**src/rtl/tx_frame_sequencer.sv**
```systemverilog
// tx_frame_sequencer: emits one 802.15.4 PPDU (SHR, PHR, PSDU) to the
// modulator over a valid/ready byte handshake, popping payload from the TX FIFO.
`timescale 1ns/1ps
module tx_frame_sequencer #(
    parameter int         MAX_PSDU       = 127,
    parameter int         PREAMBLE_BYTES = 4,
    parameter logic [7:0] SFD_BYTE       = 8'hA7
) (
    input  logic       clk,
    input  logic       reset,
    input  logic       tx_start,
    input  logic [6:0] tx_len,
    input  logic [8:0] fifo_count,
    output logic       fifo_rd,
    input  logic [7:0] fifo_data,
    output logic [7:0] mod_data,
    output logic       mod_valid,
    input  logic       mod_ready,
    output logic       busy,
    output logic       tx_done,
    output logic       tx_err,
    output logic [2:0] seq_state
);

    localparam logic [2:0] S_IDLE  = 3'd0;
    localparam logic [2:0] S_PRE   = 3'd1;
    localparam logic [2:0] S_SFD   = 3'd2;
    localparam logic [2:0] S_PHR   = 3'd3;
    localparam logic [2:0] S_FETCH = 3'd4;
    localparam logic [2:0] S_LOAD  = 3'd5;
    localparam logic [2:0] S_SEND  = 3'd6;
    localparam logic [2:0] S_DONE  = 3'd7;

    localparam int PW = (PREAMBLE_BYTES > 1) ? $clog2(PREAMBLE_BYTES) : 1;
    localparam logic [PW-1:0] PRE_LAST = PW'(PREAMBLE_BYTES - 1);

    logic [2:0]    state;
    logic [6:0]    remaining;
    logic [6:0]    len_q;
    logic [PW-1:0] pre_cnt;
    logic          hs;
    logic          start_ok;
    logic          fifo_empty;

    assign hs         = mod_valid & mod_ready;
    assign fifo_empty = (fifo_count == 9'd0);
    assign seq_state  = state;

    always_comb begin
        start_ok = (tx_len != 7'd0)
                && ({1'b0, tx_len} <= 8'(MAX_PSDU))
                && (fifo_count >= {2'b00, tx_len});
    end

    always_ff @(posedge clk) begin
        if (reset) begin
            state     <= S_IDLE;
            remaining <= '0;
            len_q     <= '0;
            pre_cnt   <= '0;
            mod_data  <= 8'h00;
            mod_valid <= 1'b0;
            fifo_rd   <= 1'b0;
            busy      <= 1'b0;
            tx_done   <= 1'b0;
            tx_err    <= 1'b0;
        end else begin
            tx_done <= 1'b0;
            tx_err  <= 1'b0;
            fifo_rd <= 1'b0;
            case (state)
                S_IDLE: begin
                    if (tx_start) begin
                        if (!start_ok) begin
                            tx_err <= 1'b1;
                        end else begin
                            len_q     <= tx_len;
                            remaining <= tx_len;
                            pre_cnt   <= '0;
                            mod_data  <= 8'h00;
                            mod_valid <= 1'b1;
                            busy      <= 1'b1;
                            state     <= S_PRE;
                        end
                    end
                end
                S_PRE: begin
                    if (hs) begin
                        pre_cnt <= pre_cnt + PW'(1);
                        if (pre_cnt == PRE_LAST) begin
                            mod_data <= SFD_BYTE;
                            state    <= S_SFD;
                        end
                    end
                end
                S_SFD: begin
                    if (hs) begin
                        mod_data <= {1'b0, len_q};
                        state    <= S_PHR;
                    end
                end
                S_PHR: begin
                    if (hs) begin
                        // FIFO occupancy is judged on the way into FETCH
                        mod_valid <= 1'b0;
                        state     <= S_FETCH;
                        fifo_rd   <= !fifo_empty;
                        tx_err    <= fifo_empty;
                    end
                end
                S_FETCH: begin
                    if (fifo_rd) begin
                        state <= S_LOAD;
                    end else begin
                        busy  <= 1'b0;
                        state <= S_IDLE;
                    end
                end
                S_LOAD: begin
                    mod_data  <= fifo_data;
                    mod_valid <= 1'b1;
                    state     <= S_SEND;
                end
                S_SEND: begin
                    if (hs) begin
                        mod_valid <= 1'b0;
                        remaining <= remaining - 7'd1;
                        if (remaining == 7'd1) begin
                            tx_done <= 1'b1;
                            state   <= S_DONE;
                        end else begin
                            state   <= S_FETCH;
                            fifo_rd <= !fifo_empty;
                            tx_err  <= fifo_empty;
                        end
                    end
                end
                S_DONE: begin
                    busy  <= 1'b0;
                    state <= S_IDLE;
                end
                default: state <= S_IDLE;
            endcase
        end
    end

endmodule

```
**config.mk**
```make
export PLATFORM = sky130hd
export DESIGN_NAME = tx_frame_sequencer
export DESIGN_NICKNAME = d
export VERILOG_FILES = /design/src/rtl/tx_frame_sequencer.sv
export SDC_FILE = /design/constraint.sdc
export NUM_CORES = 1
export LEC_CHECK = 0
export BUFFER_PORTS_ARGS = -buffer_cell sky130_fd_sc_hd__buf_4
export CAP_MARGIN = 0
export CORE_ASPECT_RATIO = 0.75
export CORE_MARGIN = 2
export CORE_UTILIZATION = 30
export DETAILED_ROUTE_END_ITERATION = 12
export PLACE_DENSITY = 0.47
export SLEW_MARGIN = 5
export SYNTH_ARGS = -nofsm -noshare
export SYNTH_HDL_FRONTEND = slang
export SYNTH_SLANG_ARGS = --single-unit
```
**constraint.sdc**
```tcl
create_clock -name clk -period 4.95 [get_ports clk]
set_input_delay 0.99 -clock clk [delete_from_list [all_inputs] [get_ports clk]]
set_output_delay 0.99 -clock clk [all_outputs]
set_load 0.02 [all_outputs]
```
==> flow_summary_export.csv <==
group,metric,value,unit
pwr,seqPwrFrac,41.5,%
cts,cts_max_level,2,
detailed_routing,routed_wl,6270,um
cells_and_area,num_antenna_cells,0,
floorplanning,ios,44,
worst_setup_path,r2r_start,"seq_state[0]$_SDFFE_PP0P_",
detailed_routing,viasPerCell,5.25,
synth,synth_top_area_share,29.6,%
timing,finalClockSkew,0.00408,ns
timing,hold_viol,0,
worst_setup_path,critPathLaunchType,"primary input",
pwr,power_leakage,0.00108,uW
timing,max_clock_freq,350,MHz
detailed_routing,vias,2165,
cts,clock_path_buffers,2,
synth,yosysWarnings,0,
synth,synth_edf_count,0,
global_routing,grt_pass1_wl,10500,um
worst_setup_path,r2r_end,"tx_err$_SDFF_PP0_",
floorplanning,coreArea,6900,um2
cells_and_area,nNetsFinal,351,
pwr,irDropWorstVdd,124,uV
synth,synth_cell_types,52,
floorplanning,die_area,7910,um2
cts,cts-resized-gates,0,
synth,ys_seq_elements,32,
synth,netlist_top_cells_area,"dfxtp_1 30%, ha_1 5.8%, a21oi_1 5.6%",
worst_setup_path,cp-startpoint,"tx_len[0]",
synth,synth_common_cells,"32 x dfxtp_1, 31 x nand2_1, 24 x a21oi_1, 22 x nor2_1, 18 x o21ai_0",
global_routing,overflow,0,
place,hpwl,4530,um
cells_and_area,fillers,759,
worst_setup_path,critPathKind,"primary input to register",
place,gp_congestion,0.815,
cells_and_area,multiInputGateArea,1400,um2
timing,max_slew_margin,40.9,%
floorplanning,die-width,102,um
cts,root_buffer,"clkbuf_8",
timing,fin_crit,2.86,ns
synth,yosysMostFrequentCell,"dfxtp_1",
pwr,swShare,35.7,%
cells_and_area,layout.cells.non_filler,412,
pwr,switchingPower,272,uW
detailed_routing,ant_nets,0,
cts,clk_pin_slew,0.07,ns
worst_hold_path,hold_path_class,"register to register",
worst_setup_path,crit_fanout,19,
timing,tns,0,ns
worst_setup_path,endpoint,"mod_data[2]$_SDFFE_PP0P_",
cells_and_area,layout-area-overhead-vs-synth,21.2,%
run_status,run_status,"finished, final reports clean",
pwr,p_comb_share,30.2,%
place,post-place-cells,404,
cts,cts_buffers,5,
detailed_routing,drtIter0Drc,161,
pwr,powerDensity,290,nW/um2
timing,grt_setup_unrepaired,"no",
timing,setup_viol_count_final,0,
synth,netlist_instances,281,
detailed_routing,firstDrtPassIters,5,
pwr,power_frac_clock,28.2,%
cts,cts.sinks,32,
pwr,p_int,489,uW
floorplanning,initial_utilization,31.4,%
floorplanning,die_y,77.5,um
worst_setup_path,r2r_cells,5,
timing,maxSlewViolCount,0,
detailed_routing,drc,0,
global_routing,gr-usage-all-layers,16.8,%
floorplanning,fp-row-count,26,
timing,worst_pin_slew,0.886,ns
synth,async_flop_share,0,%
place,port_buffers,43,
cts,hold_buffers,0,
worst_setup_path,cp.arrival,3.04,ns
global_routing,antenna_found_initial,0,
worst_setup_path,endpoint_kind,"register",
cts,insertion_delay,0.29,ns
cts,post_cts.repair.setup_buffers,0,
synth,syn_area_per_cell,7.70,um2
timing,hold_slack,0.468,ns
timing,fin_crit_sh,57.7,%
worst_setup_path,r2r_slack,2.50,ns
cells_and_area,drive_above_1_share,20.4,%
synth,syn_area,2160,um2
global_routing,grt_max_degree,41,
synth,syn-num-nets,319,
worst_setup_path,cp.required,5.13,ns
cells_and_area,regArea,641,um2
flow_run,maxCapViolCount,0,
global_routing,first_global_vias,2015,
synth,ys.flop_type,"dfxtp_1",
synth,yosys.area.top_type,"dfxtp_1",
synth,ys_seq_area_share,29.6,%
cts,cts_tree,"built",
detailed_routing,wl_per_cell,15.2,um
-- worst min-delay path by stage --
stage | endpoint | cells after the start | from
2_1_floorplan | remaining[1]$_SDFFE_PP0P_ | 2 | remaining[1]$_SDFFE_PP0P_
3_3_place_gp | remaining[1]$_SDFFE_PP0P_ | 2 | remaining[1]$_SDFFE_PP0P_
3_5_place_dp | mod_data[7]$_SDFFE_PP0P_ | 2 | mod_data[7]$_SDFFE_PP0P_
4_1_cts | mod_data[7]$_SDFFE_PP0P_ | 2 | mod_data[7]$_SDFFE_PP0P_
5_1_grt | len_q[2]$_SDFFE_PP0P_ | 2 | len_q[2]$_SDFFE_PP0P_
6_report | mod_data[7]$_SDFFE_PP0P_ | 2 | mod_data[7]$_SDFFE_PP0P_
-- metrics by stage --
step / total power (uW) / setup slack, ns / util, % / instance area, um2
finish: 761 / 2.09 / 38.0 / 2620
global route: 818 / 1.99 / 38.0 / 2620
CTS: 769 / 2.06 / 38.0 / 2620
detailed placement: 550 / 1.77 / 36.7 / 2530
global placement: 553 / 1.76 / 36.7 / 2530
floorplan: 474 / 2.19 / - / 2160
-- critical path, cell delays in order --
cell	delay [ns]
buf_4	0.13
ha_1	0.27
nand2b_1	0.15
a211oi_2	0.32
o211ai_4	0.26
o311ai_4	0.52
mux2_2	0.39
-- routing by layer --
metal	part of all wire (%)	track usage, %
met4	0.94	3.33
met3	6.2	3.42
met1	51	26.0
met2	42	23.8
met5	0	0
-- cell usage in the layout (no fill, tap or decap), drive strengths merged, types with 2 or more instances in the layout --
master | synthesis | layout
o21ai | 18 | 18
a211oi | 3 | 3
mux2i | 3 | 3
and4 | 2 | 2
clkinv | 1 | 3
and2 | 3 | 3
ha | 10 | 10
a221oi | 2 | 2
buf | 6 | 43
nand2b | 5 | 5
nand2 | 31 | 31
a31oi | 4 | 4
and4b | 2 | 2
o211ai | 7 | 7
nand3 | 17 | 17
inv | 12 | 12
dfxtp | 32 | 32
o221ai | 2 | 2
mux2 | 7 | 7
clkbuf | 12 | 6
nand4 | 3 | 3
nor2 | 22 | 22
a211o | 2 | 2
nor4 | 5 | 5
nor3 | 7 | 7
a21oi | 24 | 24
nor2b | 13 | 13
a32oi | 4 | 4
and3 | 3 | 3
-- power groups by stage --
stage | clock network [uW] | registers, uW | logic (uW)
final | 215 | 316 | 230
after global routing | 240 | 322 | 256
after CTS | 223 | 316 | 231
after detailed placement | 0 | 321 | 229
after global placement | 0 | 323 | 230
after floorplan | 0 | 315 | 160
-- kinds of logic after synthesis --
logic type      Yosys count  synth area share (%)
compound gates           78                  25.0
simple gates            118                  27.8
fa+ha+maj                11                  6.25
xor+xnor                  1                 0.405
buf+inv                  31                  5.90
mux                      10                  5.03
flops                    32                  29.6
-- state kept, by name, summed over array words and instances, names as in the netlist --
signal and cells:
tx_done 1, tx_err 1, busy 1, fifo_rd 1, seq_state 3, pre_cnt 2
remaining 7, mod_data 8, len_q 7, mod_valid 1
-- area by class of cell --
type,count,share of cell area [%]
repair buffers,43,12.3
flip-flops and latches,32,24.4
well taps,98,4.68
inverters,13,1.86
multi-input cells,218,53.2
clock inverters,2,0.382
clock buffers,6,3.15
Power figures use the tool's default switching activity.
